[config.mk]
export PLATFORM = sky130hd
export DESIGN_NAME = lsu_mem_stage_flat
export DESIGN_NICKNAME = d
export VERILOG_FILES = /design/src/rtl/lsu_mem_stage_if.sv /design/src/rtl/lsu_mem_stage.sv /design/src/flat_wrapper.sv
export SDC_FILE = /design/constraint.sdc
export NUM_CORES = 1
export LEC_CHECK = 0
export CORE_MARGIN = 1.5
export CORE_UTILIZATION = 48
export CTS_CLUSTER_DIAMETER = 30
export DETAILED_ROUTE_END_ITERATION = 10
export PLACE_DENSITY = 0.87
export SLEW_MARGIN = 20
export SYNTH_ARGS = -nofsm -noshare
export SYNTH_HDL_FRONTEND = slang
export SYNTH_SLANG_ARGS = --single-unit
[constraint.sdc]
create_clock -name clk -period 6.55 [get_ports clk]
set_input_delay 0.655 -clock clk [delete_from_list [all_inputs] [get_ports clk]]
set_output_delay 0.655 -clock clk [all_outputs]
set_load 0.01 [all_outputs]
[src/rtl/lsu_mem_stage_if.sv]
// Data-memory req/ack bus between the LSU (master) and the memory (slave).
// Request side is registered by the master; ack/rdata are sampled while bus_req is high.
interface lsu_mem_stage_if;
    logic        bus_req;
    logic        bus_we;
    logic [31:0] bus_addr;
    logic [31:0] bus_wdata;
    logic [3:0]  bus_be;
    logic        bus_ack;
    logic [31:0] bus_rdata;

    modport master (
        output bus_req, bus_we, bus_addr, bus_wdata, bus_be,
        input  bus_ack, bus_rdata
    );

    modport slave (
        input  bus_req, bus_we, bus_addr, bus_wdata, bus_be,
        output bus_ack, bus_rdata
    );
endinterface

[src/rtl/lsu_mem_stage.sv]
// Memory-stage LSU: store lane/byte-enable formatting, load extension; LSU_MISALIGN_TRAP_EN adds a misalign trap.
// Latency: IDLE -> BUSY (until ack or TIMEOUT) -> DONE, minimum 3 cycles per access.
// Backpressure: stall holds the pipeline through the IDLE request cycle and every BUSY cycle.
module lsu_mem_stage #(
    parameter int TIMEOUT = 255
) (
    input  logic        clk,
    input  logic        rst,
    input  logic        mem_rd,
    input  logic        mem_wr,
    input  logic [2:0]  funct3,
    input  logic [31:0] addr,
    input  logic [31:0] wdata,
    output logic        stall,
    output logic [31:0] load_data,
    output logic        load_valid,
    output logic        bus_err,
`ifdef LSU_MISALIGN_TRAP_EN
    output logic        misalign,
`endif
    lsu_mem_stage_if.master bus
);

    typedef enum logic [1:0] {
        IDLE = 2'd0,
        BUSY = 2'd1,
        DONE = 2'd2
    } state_t;

    state_t      state_q;
    logic [7:0]  cnt_q;
    logic [7:0]  cnt_d;
    logic        req_q;
    logic        we_q;
    logic [31:0] addr_q;
    logic [31:0] wdata_q;
    logic [3:0]  be_q;
    logic [2:0]  f3_q;
    logic [1:0]  off_q;
    logic        is_load_q;
    logic [31:0] ldata_q;
    logic        valid_q;
    logic        err_q;

    logic        access;
    logic        timeout_hit;
    logic [31:0] st_wdata_d;
    logic [3:0]  st_be_d;
    logic [7:0]  ld_byte;
    logic [15:0] ld_half;
    logic [31:0] ld_fmt_d;

    assign access      = mem_rd | mem_wr;
    assign cnt_d       = cnt_q + 8'd1;
    assign timeout_hit = (cnt_q == 8'(TIMEOUT - 1));

    // A request with both mem_rd and mem_wr set is a store.
    always_comb begin
        st_wdata_d = wdata;
        st_be_d    = 4'b1111;
        case (funct3)
            3'b000, 3'b100: begin
                st_wdata_d = {4{wdata[7:0]}};
                st_be_d    = 4'b0001 << addr[1:0];
            end
            3'b001, 3'b101: begin
                st_wdata_d = {2{wdata[15:0]}};
                st_be_d    = addr[1] ? 4'b1100 : 4'b0011;
            end
            default: ;
        endcase
    end

    always_comb begin
        ld_byte  = bus.bus_rdata[{off_q, 3'b000} +: 8];
        ld_half  = bus.bus_rdata[{off_q[1], 4'b0000} +: 16];
        ld_fmt_d = bus.bus_rdata;
        case (f3_q)
            3'b000:  ld_fmt_d = {{24{ld_byte[7]}}, ld_byte};
            3'b100:  ld_fmt_d = {24'h0, ld_byte};
            3'b001:  ld_fmt_d = {{16{ld_half[15]}}, ld_half};
            3'b101:  ld_fmt_d = {16'h0, ld_half};
            default: ;
        endcase
    end

`ifdef LSU_MISALIGN_TRAP_EN
    logic mis_d;
    logic mis_q;

    always_comb begin
        mis_d = 1'b0;
        case (funct3)
            3'b000, 3'b100: mis_d = 1'b0;
            3'b001, 3'b101: mis_d = addr[0];
            default:        mis_d = |addr[1:0];
        endcase
    end

    assign misalign = mis_q;
`endif

    always_ff @(posedge clk or posedge rst) begin
        if (rst) begin
            state_q   <= IDLE;
            cnt_q     <= '0;
            req_q     <= 1'b0;
            we_q      <= 1'b0;
            addr_q    <= '0;
            wdata_q   <= '0;
            be_q      <= '0;
            f3_q      <= '0;
            off_q     <= '0;
            is_load_q <= 1'b0;
            ldata_q   <= '0;
            valid_q   <= 1'b0;
            err_q     <= 1'b0;
`ifdef LSU_MISALIGN_TRAP_EN
            mis_q     <= 1'b0;
`endif
        end else begin
            valid_q <= 1'b0;
            err_q   <= 1'b0;
`ifdef LSU_MISALIGN_TRAP_EN
            mis_q   <= 1'b0;
`endif
            case (state_q)
                IDLE: begin
                    if (access) begin
                        addr_q    <= {addr[31:2], 2'b00};
                        f3_q      <= funct3;
                        off_q     <= addr[1:0];
                        is_load_q <= ~mem_wr;
                        we_q      <= mem_wr;
                        wdata_q   <= mem_wr ? st_wdata_d : 32'h0;
                        be_q      <= mem_wr ? st_be_d : 4'h0;
                        cnt_q     <= '0;
`ifdef LSU_MISALIGN_TRAP_EN
                        if (mis_d) begin
                            mis_q   <= 1'b1;
                            state_q <= DONE;
                        end else begin
                            req_q   <= 1'b1;
                            state_q <= BUSY;
                        end
`else
                        req_q   <= 1'b1;
                        state_q <= BUSY;
`endif
                    end
                end
                BUSY: begin
                    cnt_q <= cnt_d;
                    if (bus.bus_ack) begin
                        req_q   <= 1'b0;
                        state_q <= DONE;
                        if (is_load_q) begin
                            ldata_q <= ld_fmt_d;
                            valid_q <= 1'b1;
                        end
                    end else if (timeout_hit) begin
                        // Aborted loads still retire, with a zero result flagged by bus_err.
                        req_q   <= 1'b0;
                        state_q <= DONE;
                        err_q   <= 1'b1;
                        ldata_q <= '0;
                        valid_q <= is_load_q;
                    end
                end
                DONE:    state_q <= IDLE;
                default: state_q <= IDLE;
            endcase
        end
    end

    // Reset gates stall so a held request cannot freeze the pipeline during reset.
    assign stall = ~rst & (((state_q == IDLE) & access) | (state_q == BUSY));

    assign load_data     = ldata_q;
    assign load_valid    = valid_q;
    assign bus_err       = err_q;
    assign bus.bus_req   = req_q;
    assign bus.bus_we    = we_q;
    assign bus.bus_addr  = addr_q;
    assign bus.bus_wdata = wdata_q;
    assign bus.bus_be    = be_q;

endmodule

[src/flat_wrapper.sv]
// flat-port wrapper written by rule: the top's interface ports become plain ports
module lsu_mem_stage_flat 
#(
    parameter int TIMEOUT = 255
)
  (clk, rst, mem_rd, mem_wr, funct3, addr, wdata, stall, load_data, load_valid, bus_err, bus_bus_req, bus_bus_we, bus_bus_addr, bus_bus_wdata, bus_bus_be, bus_bus_ack, bus_bus_rdata);
  lsu_mem_stage_if bus_i ();
  input  logic clk;
  input  logic rst;
  input  logic mem_rd;
  input  logic mem_wr;
  input  logic [2:0] funct3;
  input  logic [31:0] addr;
  input  logic [31:0] wdata;
  output logic stall;
  output logic [31:0] load_data;
  output logic load_valid;
  output logic bus_err;
  output wire logic [$bits(bus_i.bus_req)-1:0] bus_bus_req;
  output wire logic [$bits(bus_i.bus_we)-1:0] bus_bus_we;
  output wire logic [$bits(bus_i.bus_addr)-1:0] bus_bus_addr;
  output wire logic [$bits(bus_i.bus_wdata)-1:0] bus_bus_wdata;
  output wire logic [$bits(bus_i.bus_be)-1:0] bus_bus_be;
  input wire logic [$bits(bus_i.bus_ack)-1:0] bus_bus_ack;
  input wire logic [$bits(bus_i.bus_rdata)-1:0] bus_bus_rdata;
  assign bus_bus_req = bus_i.bus_req;
  assign bus_bus_we = bus_i.bus_we;
  assign bus_bus_addr = bus_i.bus_addr;
  assign bus_bus_wdata = bus_i.bus_wdata;
  assign bus_bus_be = bus_i.bus_be;
  assign bus_i.bus_ack = bus_bus_ack;
  assign bus_i.bus_rdata = bus_bus_rdata;
  lsu_mem_stage #(.TIMEOUT(TIMEOUT)) u_core (.clk(clk), .rst(rst), .mem_rd(mem_rd), .mem_wr(mem_wr), .funct3(funct3), .addr(addr), .wdata(wdata), .stall(stall), .load_data(load_data), .load_valid(load_valid), .bus_err(bus_err), .bus(bus_i));
endmodule
==> results list <==
* Class of the tightest hold or removal check: register to register
- For the worst flop-to-flop path, the logic depth is 3.
- Minimum period implied by the final worst setup slack: around 2.8 ns
- The worst setup path is launched from a register.
- Beginning of the critical path: u_core.state_q[0]
- The die is 109.4 um wide.
* Beginning of the worst register-to-register path: u_core.f3_q[1]
- Routed wire length per instance: approximately 19 um
* Number of antenna diodes: 0
- Summing the areas of all xor and xnor instances in the mapped netlist gives less than 1% of the synthesized area.
- Worst EP required: approximately 5.9 ns
- Max-cap violations in this run came to 0.
- Counting flops with a built-in enable in the synthesized netlist gives 0.
- In the synthesized netlist the dominant register cell turns out to be dfrtp_1.
- Global routing consumed, over all layers together, approximately 28% of the routing resources.
- Setup repair after global routing left no endpoint under its margin.
- Timing would allow up to between 300 and 400 MHz.
- Post-Synthesis Mean Instance Area: about 11 sq um
- Setup slack, reg-to-reg: just over 4 ns
- Worst setup path endpoint: stall
* Buffer levels on the longest clock path: 2
- Top cell type by total area after synthesis: dfrtp_1
- Worst slew slack as a fraction of its limit: 28.57%
- Routed wire length: about 16,000 um
- The die covers around 12,000 sq um.
- Floorplan row count: 38
- The run finished with clean final reports.
- The first detailed-routing pass took 5 iterations.
- Via/cell ratio: about 5.7
- Adding up every negative setup slack in the final design gives 0 ns.
* Max Clock Skew: between 0.006 and 0.007 ns
* Area share of fa/ha/maj cells after synthesis: 0.4605%
- At the later pin of the worst-skew pair, clock insertion delay measures 0.40 ns.
- Pins Over Slew Limit: 0
- Top-area cell type share of the netlist area: a little over half
* Chip height: roughly 110 um
* Leakage power total: 3.432 nW
- Vias after detailed routing: a little under 5,000
- Setup violations remaining at the end of the flow were counted as 0.
- After detailed routing, the number of remaining DRC violations is 0.
- Worst reg2reg path endpoint: u_core.load_data[24]
- Syn Std Cell Area: 5434 sq um
- Peak supply drop: 263.7 uV
- Clock tree from TritonCTS: done
- The synthesized netlist contains 53 unique library cells.
- The number of gates resized after CTS was 0.
* Clk pwr share: between 20% and 30%
- Cell with the most instances after synthesis: dfrtp_1
- Residual antenna-violating net count after detailed routing: 0
- For this design, the CTS-stage hold fixing added 0 buffers.
- Clock tree synthesis inserted a total of 17 buffers.
- Combinational cell fraction of total power: 41.5%
- Clock slew at the register clock pins of the worst setup and hold paths: 0.05 ns
- Total overflow reported by the global router: 0
* I/O pins: between 200 and 250
* Initial Utilization: 49.69%
- The cell sitting at the root of the clock tree is a clkbuf_16.
- Net switching is between 30% and 40% of the power.
- Vias in the first global route: between 4,000 and 5,000
- DP HPWL: 11,360 um
- Number of storage elements in the synthesis netlist: about 120
- Data on the critical path arrives at its endpoint at roughly 2.1 ns.
- Cell types occupying the most area after synthesis: dfrtp_1 (54%), mux2_2 (5.2%), o21ai_0 (4.9%)
- The worst setup path is of the register to output port kind.
* Final weighted congestion in routability-driven placement: around 0.88
- Period utilisation layout: between 40% and 50%
- Multiplexer share of the synthesized area: 12.99%
- Total power divided by cell area: 473.8 nW/um^2
- The area growth from synthesis to layout is 49.97%.
- Of the total power, registers draw approximately a third.
- The first global-routing pass estimated 24,800 um of wire.
- Summing the areas of all compound-gate instances in the mapped netlist gives 16.33% of the synthesized area.
- Largest net degree at the start of global routing: 84
- Synth top cells by count: dfrtp_1 (118), nand2_1 (54), o21ai_0 (53)
* Final Hold Vio Count: 0
- The post-route netlist has about a tenth of its cells at a drive strength greater than 1.
- Main combinational cell family by area after synthesis: compound AO/OA/AOI/OAI gates
- Number of antenna violations at the first check in global routing: 0
* Fraction of the yosys area taken by sequential cells: a little over half
* # nets final: approximately 790
* Total clock sinks: ~120
- On the final layout, the worst hold slack is approximately 0.48 ns.
- Core Area: 10,940 sq um
* Cells after Synth: between 400 and 500
- During synthesis, Yosys emitted a total of 0 warnings.
- Number of design-rule violations left by the first detailed-router iteration: approximately 310
- Internal power comes to between 2 and 3 mW.
- Transition time at the pin with the least slew margin: about 1.1 ns
- After Yosys synthesis, and, or, nand and nor cells account for approximately an eighth of the synthesized area.
- CTS H-tree lvls: 4
- Crit. End Element: output port
* Number of port buffers: around 210
* Biggest fanout along the worst timing path: 5
- Net switching power figure: around 1.3 mW
- In the synthesized netlist the async set-or-reset flop fraction comes to 100.0%.
- Post-CTS Setup Repair Bufs: 0
## power by group through the flow
| stage | combinational, mW | sequential [mW] | clock, mW |
|---|---|---|---|
| after floorplan | 0.710 | 1.37 | 0 |
| after global placement | 1.55 | 1.30 | 0 |
| after detailed placement | 1.59 | 1.32 | 0 |
| after CTS | 1.61 | 1.32 | 0.951 |
| after global routing | 1.72 | 1.36 | 0.987 |
| final | 1.60 | 1.32 | 0.941 |
## layer usage
metal	part of all wire [%]	GRT usage [%]	vias up
met5	0	0	-
met4	2.4	11.69	0
met3	10	9.366	37
met2	50	46.81	269
met1	37	31.62	2352
li1	-	-	2145
## stage by stage
step | worst slack, ns | utilization (%) | std cells | power, mW | area, sq um
floorplan | 2.766 | - | 492 | 2.079 | 5438
global placement | 3.861 | 69.00 | 807 | 2.849 | 7546
detailed placement | 3.852 | 69.00 | 807 | 2.916 | 7546
CTS | 3.773 | 74.49 | 838 | 3.877 | 8145
global route | 3.677 | 74.52 | 838 | 4.064 | 8149
finish | 3.798 | 74.52 | 838 | 3.861 | 8149
## logic make-up after synthesis
kind of cell,Yosys count
compound gates,134
fa+ha+maj,2
mux,63
buf+inv,42
other cells,1
xor+xnor,1
simple gates,130
flops,118
## registers in the layout (all words and copies together) (netlist names)
name / flops
u_core.bus.bus_wdata: 32
u_core.load_data: 32
u_core.bus.bus_addr: 30
u_core.cnt_q: 8
u_core.bus.bus_be: 4
u_core.f3_q: 3
u_core.off_q: 2
u_core.state_q: 2
u_core.bus.bus_req: 1
u_core.bus.bus_we: 1
u_core.bus_err: 1
u_core.is_load_q: 1
u_core.load_valid: 1
## worst min-delay path by stage
stage          slack [ns]                      from  cells after the start                        to
2_1_floorplan        0.44           u_core.cnt_q[7]                      1           u_core.cnt_q[7]
3_3_place_gp         0.46      u_core.bus.bus_be[1]                      2      u_core.bus.bus_be[1]
3_5_place_dp         0.47  u_core.bus.bus_wdata[16]                      2  u_core.bus.bus_wdata[16]
4_1_cts              0.48           u_core.cnt_q[7]                      1           u_core.cnt_q[7]
5_1_grt              0.50           u_core.cnt_q[7]                      1           u_core.cnt_q[7]
6_report             0.48           u_core.cnt_q[7]                      1           u_core.cnt_q[7]
## critical path: stages (launching register included)
cell and delay [ns]:
dfrtp_1 0.41, nor2_1 0.47, o21ai_4 0.11, a21oi_1 0.16, clkdlybuf4s50_1 0.55
## layout make-up
| cell class | instances | area [sq um] |
|---|---|---|
| Clock buffer | 22 | 474.2 |
| Clock inverter | 9 | 125.1 |
| Fill cell | 723 | 2786 |
| Inverter | 7 | 28.78 |
| Multi-Input combinational cell | 332 | 2297 |
| Sequential cell | 118 | 2953 |
| Tap cell | 140 | 175.2 |
| Timing Repair Buffer | 210 | 2096 |
## placed cells by master (no fill, tap or decap), drive strengths merged, types with 2 or more instances in the layout
cell type,n
or2b,3
clkinv,4
a22o,11
o211ai,2
and2,3
nor2,19
nor4,2
inv,7
a221oi,2
dfrtp,118
a2bb2oi,2
buf,4
o22ai,3
bufinv,3
a21oi,13
nor3,3
nor2b,22
clkinvlp,2
o221ai,4
clkbuf,22
o31ai,3
conb,2
o21ai,65
nand2,54
nand2b,7
ha,2
and3,3
nand3,8
a221o,16
mux2i,16
o21a,7
clkdlybuf4s50,206
mux2,47
Power figures use the tool's default switching activity.
